===== src/rtl/bcd_entry_loader_pkg.sv =====
// Shared types and constants for the front-panel BCD entry loader.
// Holds the FSM encoding, decimal digit geometry and small arithmetic helpers.
package bcd_entry_loader_pkg;

  typedef enum logic [1:0] {
    ST_EDIT    = 2'd0,
    ST_CONVERT = 2'd1,
    ST_OFFER   = 2'd2
  } state_e;

  localparam int BCD_W = 4;
  localparam int RADIX = 10;

  function automatic logic [BCD_W-1:0] bcd_inc(input logic [BCD_W-1:0] d);
    return (d == BCD_W'(RADIX - 1)) ? '0 : d + BCD_W'(1);
  endfunction

  function automatic int unsigned sat_val(input int unsigned v, input int unsigned ceil);
    return (v > ceil) ? ceil : v;
  endfunction

endpackage


===== src/rtl/bcd_entry_loader_if.sv =====
// Panel-side pulses, displayed digits and the load handshake toward the counter.
// The master modport is the stimulus/consumer side; the loader uses the slave modport.
interface bcd_entry_loader_if
  import bcd_entry_loader_pkg::*;
#(
  parameter int DIGITS = 2,
  parameter int BIN_W  = 7
);
  localparam int AW = (DIGITS > 1) ? $clog2(DIGITS) : 1;

  logic                      inc_pulse;
  logic                      sel_pulse;
  logic                      enter_pulse;
  logic                      load_ready;
  logic [BCD_W*DIGITS-1:0]   digit_bcd;
  logic [AW-1:0]             active_digit;
  logic                      load_valid;
  logic [BIN_W-1:0]          load_value;
  logic                      busy;

  modport master (
    output inc_pulse, sel_pulse, enter_pulse, load_ready,
    input  digit_bcd, active_digit, load_valid, load_value, busy
  );

  modport slave (
    input  inc_pulse, sel_pulse, enter_pulse, load_ready,
    output digit_bcd, active_digit, load_valid, load_value, busy
  );

endinterface


===== src/rtl/bcd_entry_loader_bcd_to_bin_serial.sv =====
// Serial BCD-to-binary converter: one digit per clock, most significant first.
// done_o/result_o are combinational on the final step so the parent can register them.
module bcd_to_bin_serial
  import bcd_entry_loader_pkg::*;
#(
  parameter int DIGITS = 2,
  parameter int ACC_W  = 7
) (
  input  logic                    clk,
  input  logic                    rst,
  input  logic                    start_i,
  input  logic [BCD_W*DIGITS-1:0] snap_i,
  output logic                    done_o,
  output logic [ACC_W-1:0]        result_o
);
  localparam int SW = (DIGITS > 1) ? $clog2(DIGITS) : 1;

  logic [BCD_W*DIGITS-1:0] snap_q;
  logic [ACC_W-1:0]        acc_q;
  logic [SW-1:0]           step_q;
  logic                    run_q;
  logic [BCD_W-1:0]        cur_digit;

  // The snapshot shifts left each step, so the digit in use is always the top nibble.
  assign cur_digit = snap_q[BCD_W*DIGITS-1 -: BCD_W];
  assign result_o  = (acc_q << 3) + (acc_q << 1) + ACC_W'(cur_digit);
  assign done_o    = run_q && (step_q == SW'(DIGITS - 1));

  // NOTE: state registers use non-blocking assignments so every flop samples pre-edge values.
  always_ff @(posedge clk) begin
    if (rst) begin
      snap_q <= '0;
      acc_q  <= '0;
      step_q <= '0;
      run_q  <= 1'b0;
    end else if (start_i) begin
      snap_q <= snap_i;
      acc_q  <= '0;
      step_q <= '0;
      run_q  <= 1'b1;
    end else if (run_q) begin
      acc_q  <= result_o;
      snap_q <= snap_q << BCD_W;
      step_q <= step_q + SW'(1);
      if (done_o) run_q <= 1'b0;
    end
  end

endmodule


===== src/rtl/bcd_entry_loader.sv =====
// Front-panel decimal entry: edits BCD digits, converts on enter, offers the
// saturated binary result to the counter preload over valid/ready.
module bcd_entry_loader
  import bcd_entry_loader_pkg::*;
#(
  parameter int DIGITS  = 2,
  parameter int BIN_W   = 7,
  parameter int MAX_VAL = 99
) (
  input logic               clk,
  input logic               rst,
  bcd_entry_loader_if.slave bus
);
  localparam int AW    = (DIGITS > 1) ? $clog2(DIGITS) : 1;
  localparam int DW    = BCD_W * DIGITS;
  localparam int ACC_W = $clog2(RADIX ** DIGITS);

  state_e             state_q, state_d;
  logic [DW-1:0]      digits_q, digits_d;
  logic [AW-1:0]      active_q, active_d;
  logic               load_valid_q, load_valid_d;
  logic [BIN_W-1:0]   load_value_q, load_value_d;
  logic               conv_start;
  logic               conv_done;
  logic [ACC_W-1:0]   conv_result;

  bcd_to_bin_serial #(
    .DIGITS (DIGITS),
    .ACC_W  (ACC_W)
  ) u_conv (
    .clk      (clk),
    .rst      (rst),
    .start_i  (conv_start),
    .snap_i   (digits_q),
    .done_o   (conv_done),
    .result_o (conv_result)
  );

  // NOTE: every combinational output gets a default first, so no path can infer a latch.
  always_comb begin
    state_d      = state_q;
    digits_d     = digits_q;
    active_d     = active_q;
    load_valid_d = load_valid_q;
    load_value_d = load_value_q;
    conv_start   = 1'b0;
    case (state_q)
      ST_EDIT: begin
        if (bus.enter_pulse) begin
          conv_start = 1'b1;
          state_d    = ST_CONVERT;
        end else begin
          // inc edits the pre-advance digit even when sel arrives in the same cycle.
          if (bus.inc_pulse) begin
            for (int k = 0; k < DIGITS; k++) begin
              if (active_q == AW'(k))
                digits_d[BCD_W*k +: BCD_W] = bcd_inc(digits_q[BCD_W*k +: BCD_W]);
            end
          end
          if (bus.sel_pulse)
            active_d = (active_q == AW'(DIGITS - 1)) ? '0 : active_q + AW'(1);
        end
      end
      ST_CONVERT: begin
        if (conv_done) begin
          load_value_d = BIN_W'(sat_val(32'(conv_result), 32'(MAX_VAL)));
          load_valid_d = 1'b1;
          state_d      = ST_OFFER;
        end
      end
      ST_OFFER: begin
        if (bus.load_ready) begin
          load_valid_d = 1'b0;
          state_d      = ST_EDIT;
        end
      end
      default: state_d = ST_EDIT;
    endcase
  end

  always_ff @(posedge clk) begin
    if (rst) begin
      state_q      <= ST_EDIT;
      digits_q     <= '0;
      active_q     <= '0;
      load_valid_q <= 1'b0;
      load_value_q <= '0;
    end else begin
      state_q      <= state_d;
      digits_q     <= digits_d;
      active_q     <= active_d;
      load_valid_q <= load_valid_d;
      load_value_q <= load_value_d;
    end
  end

  assign bus.digit_bcd    = digits_q;
  assign bus.active_digit = active_q;
  assign bus.load_valid   = load_valid_q;
  assign bus.load_value   = load_value_q;
  assign bus.busy         = (state_q != ST_EDIT);

endmodule


===== src/flat_wrapper.sv =====
// flat-port wrapper written by rule: the top's interface ports become plain ports
module bcd_entry_loader_flat import bcd_entry_loader_pkg::*;
#(
  parameter int DIGITS  = 2,
  parameter int BIN_W   = 7,
  parameter int MAX_VAL = 99
)
  (clk, rst, bus_inc_pulse, bus_sel_pulse, bus_enter_pulse, bus_load_ready, bus_digit_bcd, bus_active_digit, bus_load_valid, bus_load_value, bus_busy);
  bcd_entry_loader_if #(.DIGITS(DIGITS), .BIN_W(BIN_W)) bus_i ();
  input logic clk;
  input logic rst;
  input wire logic [$bits(bus_i.inc_pulse)-1:0] bus_inc_pulse;
  input wire logic [$bits(bus_i.sel_pulse)-1:0] bus_sel_pulse;
  input wire logic [$bits(bus_i.enter_pulse)-1:0] bus_enter_pulse;
  input wire logic [$bits(bus_i.load_ready)-1:0] bus_load_ready;
  output wire logic [$bits(bus_i.digit_bcd)-1:0] bus_digit_bcd;
  output wire logic [$bits(bus_i.active_digit)-1:0] bus_active_digit;
  output wire logic [$bits(bus_i.load_valid)-1:0] bus_load_valid;
  output wire logic [$bits(bus_i.load_value)-1:0] bus_load_value;
  output wire logic [$bits(bus_i.busy)-1:0] bus_busy;
  assign bus_i.inc_pulse = bus_inc_pulse;
  assign bus_i.sel_pulse = bus_sel_pulse;
  assign bus_i.enter_pulse = bus_enter_pulse;
  assign bus_i.load_ready = bus_load_ready;
  assign bus_digit_bcd = bus_i.digit_bcd;
  assign bus_active_digit = bus_i.active_digit;
  assign bus_load_valid = bus_i.load_valid;
  assign bus_load_value = bus_i.load_value;
  assign bus_busy = bus_i.busy;
  bcd_entry_loader #(.DIGITS(DIGITS), .BIN_W(BIN_W), .MAX_VAL(MAX_VAL)) u_core (.clk(clk), .rst(rst), .bus(bus_i));
endmodule

===== config.mk =====
export PLATFORM = sky130hd
export DESIGN_NAME = bcd_entry_loader_flat
export DESIGN_NICKNAME = d
export VERILOG_FILES = /design/src/rtl/bcd_entry_loader_pkg.sv /design/src/rtl/bcd_entry_loader_if.sv /design/src/rtl/bcd_entry_loader_bcd_to_bin_serial.sv /design/src/rtl/bcd_entry_loader.sv /design/src/flat_wrapper.sv
export SDC_FILE = /design/constraint.sdc
export NUM_CORES = 1
export LEC_CHECK = 0
export CELL_PAD_IN_SITES_DETAIL_PLACEMENT = 0
export CELL_PAD_IN_SITES_GLOBAL_PLACEMENT = 1
export CORE_AREA = 4 4 75 77
export DETAILED_ROUTE_END_ITERATION = 10
export DIE_AREA = 0 0 79 81
export MAX_ROUTING_LAYER = met4
export PLACE_DENSITY_LB_ADDON = 0.1
export RECOVER_POWER = 25
export SYNTH_ARGS = -nofsm -noshare
export SYNTH_HDL_FRONTEND = slang
export SYNTH_SLANG_ARGS = --single-unit

===== constraint.sdc =====
create_clock -name clk -period 2.7 [get_ports clk]
set_clock_uncertainty 0.2 [all_clocks]
set_input_delay 0.27 -clock clk [delete_from_list [all_inputs] [get_ports clk]]
set_output_delay 0.27 -clock clk [all_outputs]
set_load 0.02 [all_outputs]

==> results list, run 1 <==
* Crit end category: register
* Switching share of power: around a quarter
* Transition at the pin with the smallest max-transition slack: roughly 1.1 ns
- The count of buffers added on input and output ports is 23.
- Overall via count from detail_route: around 1400
- Critical Path RT: 2.69 ns
- Detailed placement ended at an HPWL of around 2800 µm.
* Flip-flop and latch count after synthesis: 35
- Number of clock buffers inserted by TritonCTS: 5
* Post-synthesis instance total: 195
- Highest clock frequency the design can meet: 397 MHz
* Hold bufs inserted after CTS: 0
* Setup repair after global routing missed its margin: false
- GR Util All Layers: between 10% and 20%
* Status: completed
- Count of cell types in the netlist: 40
- Once the floorplan was initialized, standard cells occupied a little over a third of the core.
- Post-CTS setup buffers: 0
* Chain of cells forming the critical path: inv_1 > fa_1 > inv_1 > fa_1 > a21o_1 > a21oi_4 > xor2_2 > o311ai_1
* Wire length of the first global-routing pass: between 6000 and 7000 µm
- Internal power comes to ~0.85 mW.
- The path with the worst hold slack has its endpoint at u_core.bus.load_valid.
- Wires add up to 3840 µm.
* Beginning of the worst hold path: u_core.bus.load_valid
- Global route total overflow: 0
- Antenna diode instance count: 0
- Share of synthesized flip-flops with an asynchronous set or reset: 0%
- A synthesized cell averages 9.08 µm².
- Worst hold path class: register to register
- Number of nets in the finished design: 236
* Leading post-synthesis cells by cell area: dfxtp_1, ha_1, mux2i_1, nor2_1, a21oi_1
- Type of element launching the critical path: register
- The first routing iteration left 40 violations.
- The worst register-to-register path has a depth of 8.
* WL/cell: 13.2 µm
* Cell area after placement: around 2100 µm²
- The design draws approximately 1.1 mW.
- Filler-free cell count of the finished design: 290
- Combinational share of power: between 10% and 20%
- In this run the register-to-register setup slack is 0.18 ns.
* Final total negative setup slack: 0 ns
- Number of clock sinks seen by CTS: 35
* Hold Violations, Final: 0
- TritonCTS clock tree: done
- Net count of the mapped netlist: 211
- In this run the count of I/O pins placed on the die edge is 24.
* Maximum level of the CTS H-tree: 2
* Number of enable flip-flop cells after synthesis: 0
- Standard-cell rows: 26
* Primary FF master, synth: dfxtp_1
- The clock period could shrink to approximately 2.5 ns.
- Sequential element share of the synthesized area: approximately two fifths
* Worst-Skew Late Latency: 0.28 ns
- Share of power burned in the clock network: between 40% and 50%
- The analysis attributes to cell leakage a power of 0.826 nW.
* Fin area: roughly 2200 µm²
- Max-cap violations in this run came to 0.
* Crit path arrival time: about 2.5 ns
* Max_slew headroom: between 20% and 30%
* Detail-routed via count per cell: ~5.0
- For this run, the slowest stage of the critical path takes around 0.50 ns.
- Clock-pin transition on the worst setup and hold timing paths: 0.07 ns
- Core Region: 5010 µm²
- The worst register-to-register path ends at u_core.bus.load_value[2].
- In this run the power spent charging and discharging nets is 0.264 mW.
- Cell at the root of the clock tree: clkbuf_8
- The Yosys step of the flow raised 0 warnings.
- The die is between 80 and 90 µm tall.
* Library cell with the highest instance count after synthesis: dfxtp_1
- Number of nets still failing antenna checks after routing: 0
- The congestion estimate from routability-driven global placement came to about 0.81.
- For this run, the detailed router's first-pass iteration total came to 4.
- The mapped netlist covers ~1800 µm².
- VDD IR-drop max: ~200 µV
- Number of antenna violations at the first check in global routing: 0
* Number of failing setup endpoints in the final timing report: 0
- The worst setup path is of the register to register kind.
- Entering global routing, the biggest net connects 25 pins.
* Highest net fanout along the worst path: 3
- The post-route netlist has roughly 7.7% of its cells at a drive strength greater than 1.
- In this run the biggest area consumer among cell types represents between 30% and 40% of the synthesized area.
- The clock passes through at most 2 buffers.
* Number of cells on the worst hold path: 2
- Area delta synth->final: 23.7%
- Remaining DRCs: 0
- The die is 79 µm wide.
- On the critical path, the stage with the largest delay is an instance of fa_1.
* Die Outline Area: around 6400 µm²
* Commonest cells in the netlist: dfxtp_1, nor2_1, a21oi_1
* Number of cells in the design after placement: roughly 280
- In this run the critical register-to-register path is launched from u_core.u_conv.acc_q[0].
- The number of global-route vias before repair was 1387.
* Final worst path period share: between 90 and 100%
- Fraction of power consumed by sequential logic: about half
- Most area-hungry cell type in the Yosys netlist: dfxtp_1
* Power density cells: approximately 500 nW/µm²
- The number of pins with negative max-slew slack in the final report was 0.
-- cells by family after synthesis --
kind of cell               share of synthesized area, %
AOI/OAI and AO/OA                                  14.2
xor gates and xnor gates                           4.95
adders and majority gates                          7.92
buffers and inverters                              4.73
DFF                                                39.6
muxes                                              5.09
and+or+nand+nor                                    23.5
-- cell type report --
type	instances	area, µm²
fill	529	2820
inverter	12	45.0
tap	70	87.6
clock inverter	1	30.0
clock buffer	6	72.6
multi-input combinational	140	1000
timing repair buffer	26	249
sequential	35	701
-- timing repair --
item | in CTS | in global routing
gates resized for setup | 1 | 5
pin swaps | 0 | 2
endpoints found under the setup margin | 1 | 7
gates cloned | 0 | 0
-- worst max-delay path: cells and delay by family (launching register included) --
family | cells | cell delay, ns
AO/OA/AOI/OAI | 3 | 0.67
XOR/XNOR | 1 | 0.12
adder cells (fa/ha/maj) | 2 | 0.96
buffers and inverters | 2 | 0.13
flip-flops | 1 | 0.35
-- flip-flops by register name, indices dropped and copies added (netlist names) --
name / flops
u_core.bus.digit_bcd: 8
u_core.u_conv.snap_q: 8
u_core.bus.load_value: 7
u_core.u_conv.acc_q: 6
u_core.state_q: 2
u_core.bus.active_digit: 1
u_core.bus.load_valid: 1
u_core.u_conv.run_q: 1
u_core.u_conv.step_q: 1
-- placed cells by master (no fill, tap or decap), drive strengths merged --
master         netlist  final
nor2b                2      2
a32oi                1      1
nor4b                1      1
o311ai               2      2
bufinv               0      1
nand2                8      8
nand4bb              2      2
fa                   2      2
dfxtp               35     35
nor2                24     24
and3b                1      1
nand3                7      7
xnor2                6      6
or3                  3      3
clkdlybuf4s50        0     20
xor2                 4      4
o211ai               1      1
o2111ai              1      1
nand3b               4      4
o31ai                2      2
dlygate4sd3          0      3
and4                 1      1
nand4b               2      2
clkbuf               6      7
a21o                 1      1
nor3                 2      2
a21oi               17     17
o21ai                9      9
ha                   8      8
buf                  2      2
nand2b               5      5
inv                 12     12
mux2i                9      9
or3b                 2      2
nor3b                6      6
a211oi               5      5
o21bai               1      1
a21boi               1      1
-- routing by layer --
layer	wire length, µm	share of wire [%]	global-route usage [%]	vias up
met3	142	3.7	3.88	10
li1	-	-	-	733
met1	1810	47	15.9	671
met5	0	0	-	-
met4	104	2.7	6.19	0
met2	1780	46	21.6	32
-- worst max path at each step --
stage                             from                        to  slack, ns  cells past startpoint
4_1_cts        u_core.u_conv.snap_q[7]  u_core.bus.load_value[3]       0.06                      8
6_report        u_core.u_conv.acc_q[0]  u_core.bus.load_value[2]       0.18                      8
3_5_place_dp    u_core.u_conv.acc_q[0]  u_core.bus.load_value[3]      0.009                      8
5_1_grt         u_core.u_conv.acc_q[0]  u_core.bus.load_value[3]      0.007                      8
2_1_floorplan  u_core.u_conv.snap_q[7]  u_core.bus.load_value[2]       0.21                      8
3_3_place_gp   u_core.u_conv.snap_q[7]  u_core.bus.load_value[3]       0.08                      8
-- power by group through the flow --
stage,clock network (mW),logic (mW),registers (mW)
global placement,0,0.119,0.560
detailed placement,0,0.120,0.560
finish,0.449,0.119,0.548
CTS,0.463,0.121,0.548
floorplan,0,0.0826,0.556
global route,0.483,0.133,0.551
-- stage by stage --
stage / worst slack, ns / hold slack (ns) / util (%)
final: 0.181 / 0.255 / 43.7
after global routing: 0.00656 / 0.279 / 43.7
after CTS: 0.0564 / 0.264 / 43.5
after detailed placement: 0.00858 / 0.254 / 41.4
after global placement: 0.0794 / 0.243 / 41.4
after floorplan: 0.208 / 0.256 / -
(Power assumes the default switching activity.)
==> inputs of run 2 (changes only) <==
--- a/config.mk
+++ b/config.mk
@@ -5,6 +5,7 @@
 export SDC_FILE = /design/constraint.sdc
 export NUM_CORES = 1
 export LEC_CHECK = 0
+export CAP_MARGIN = 20
 export CELL_PAD_IN_SITES_DETAIL_PLACEMENT = 0
 export CELL_PAD_IN_SITES_GLOBAL_PLACEMENT = 1
 export CORE_AREA = 4 4 75 77
==> results of run 2 <==
Same layout as run 1: the final DEF is identical, and so are final timing and power.
==> inputs of run 3 (changes only) <==
--- a/config.mk
+++ b/config.mk
@@ -14,6 +14,7 @@
 export MAX_ROUTING_LAYER = met4
 export PLACE_DENSITY_LB_ADDON = 0.1
 export RECOVER_POWER = 25
+export SLEW_MARGIN = 20
 export SYNTH_ARGS = -nofsm -noshare
 export SYNTH_HDL_FRONTEND = slang
 export SYNTH_SLANG_ARGS = --single-unit
==> results of run 3 <==
Same layout as run 1: the final DEF is identical, and so are final timing and power.
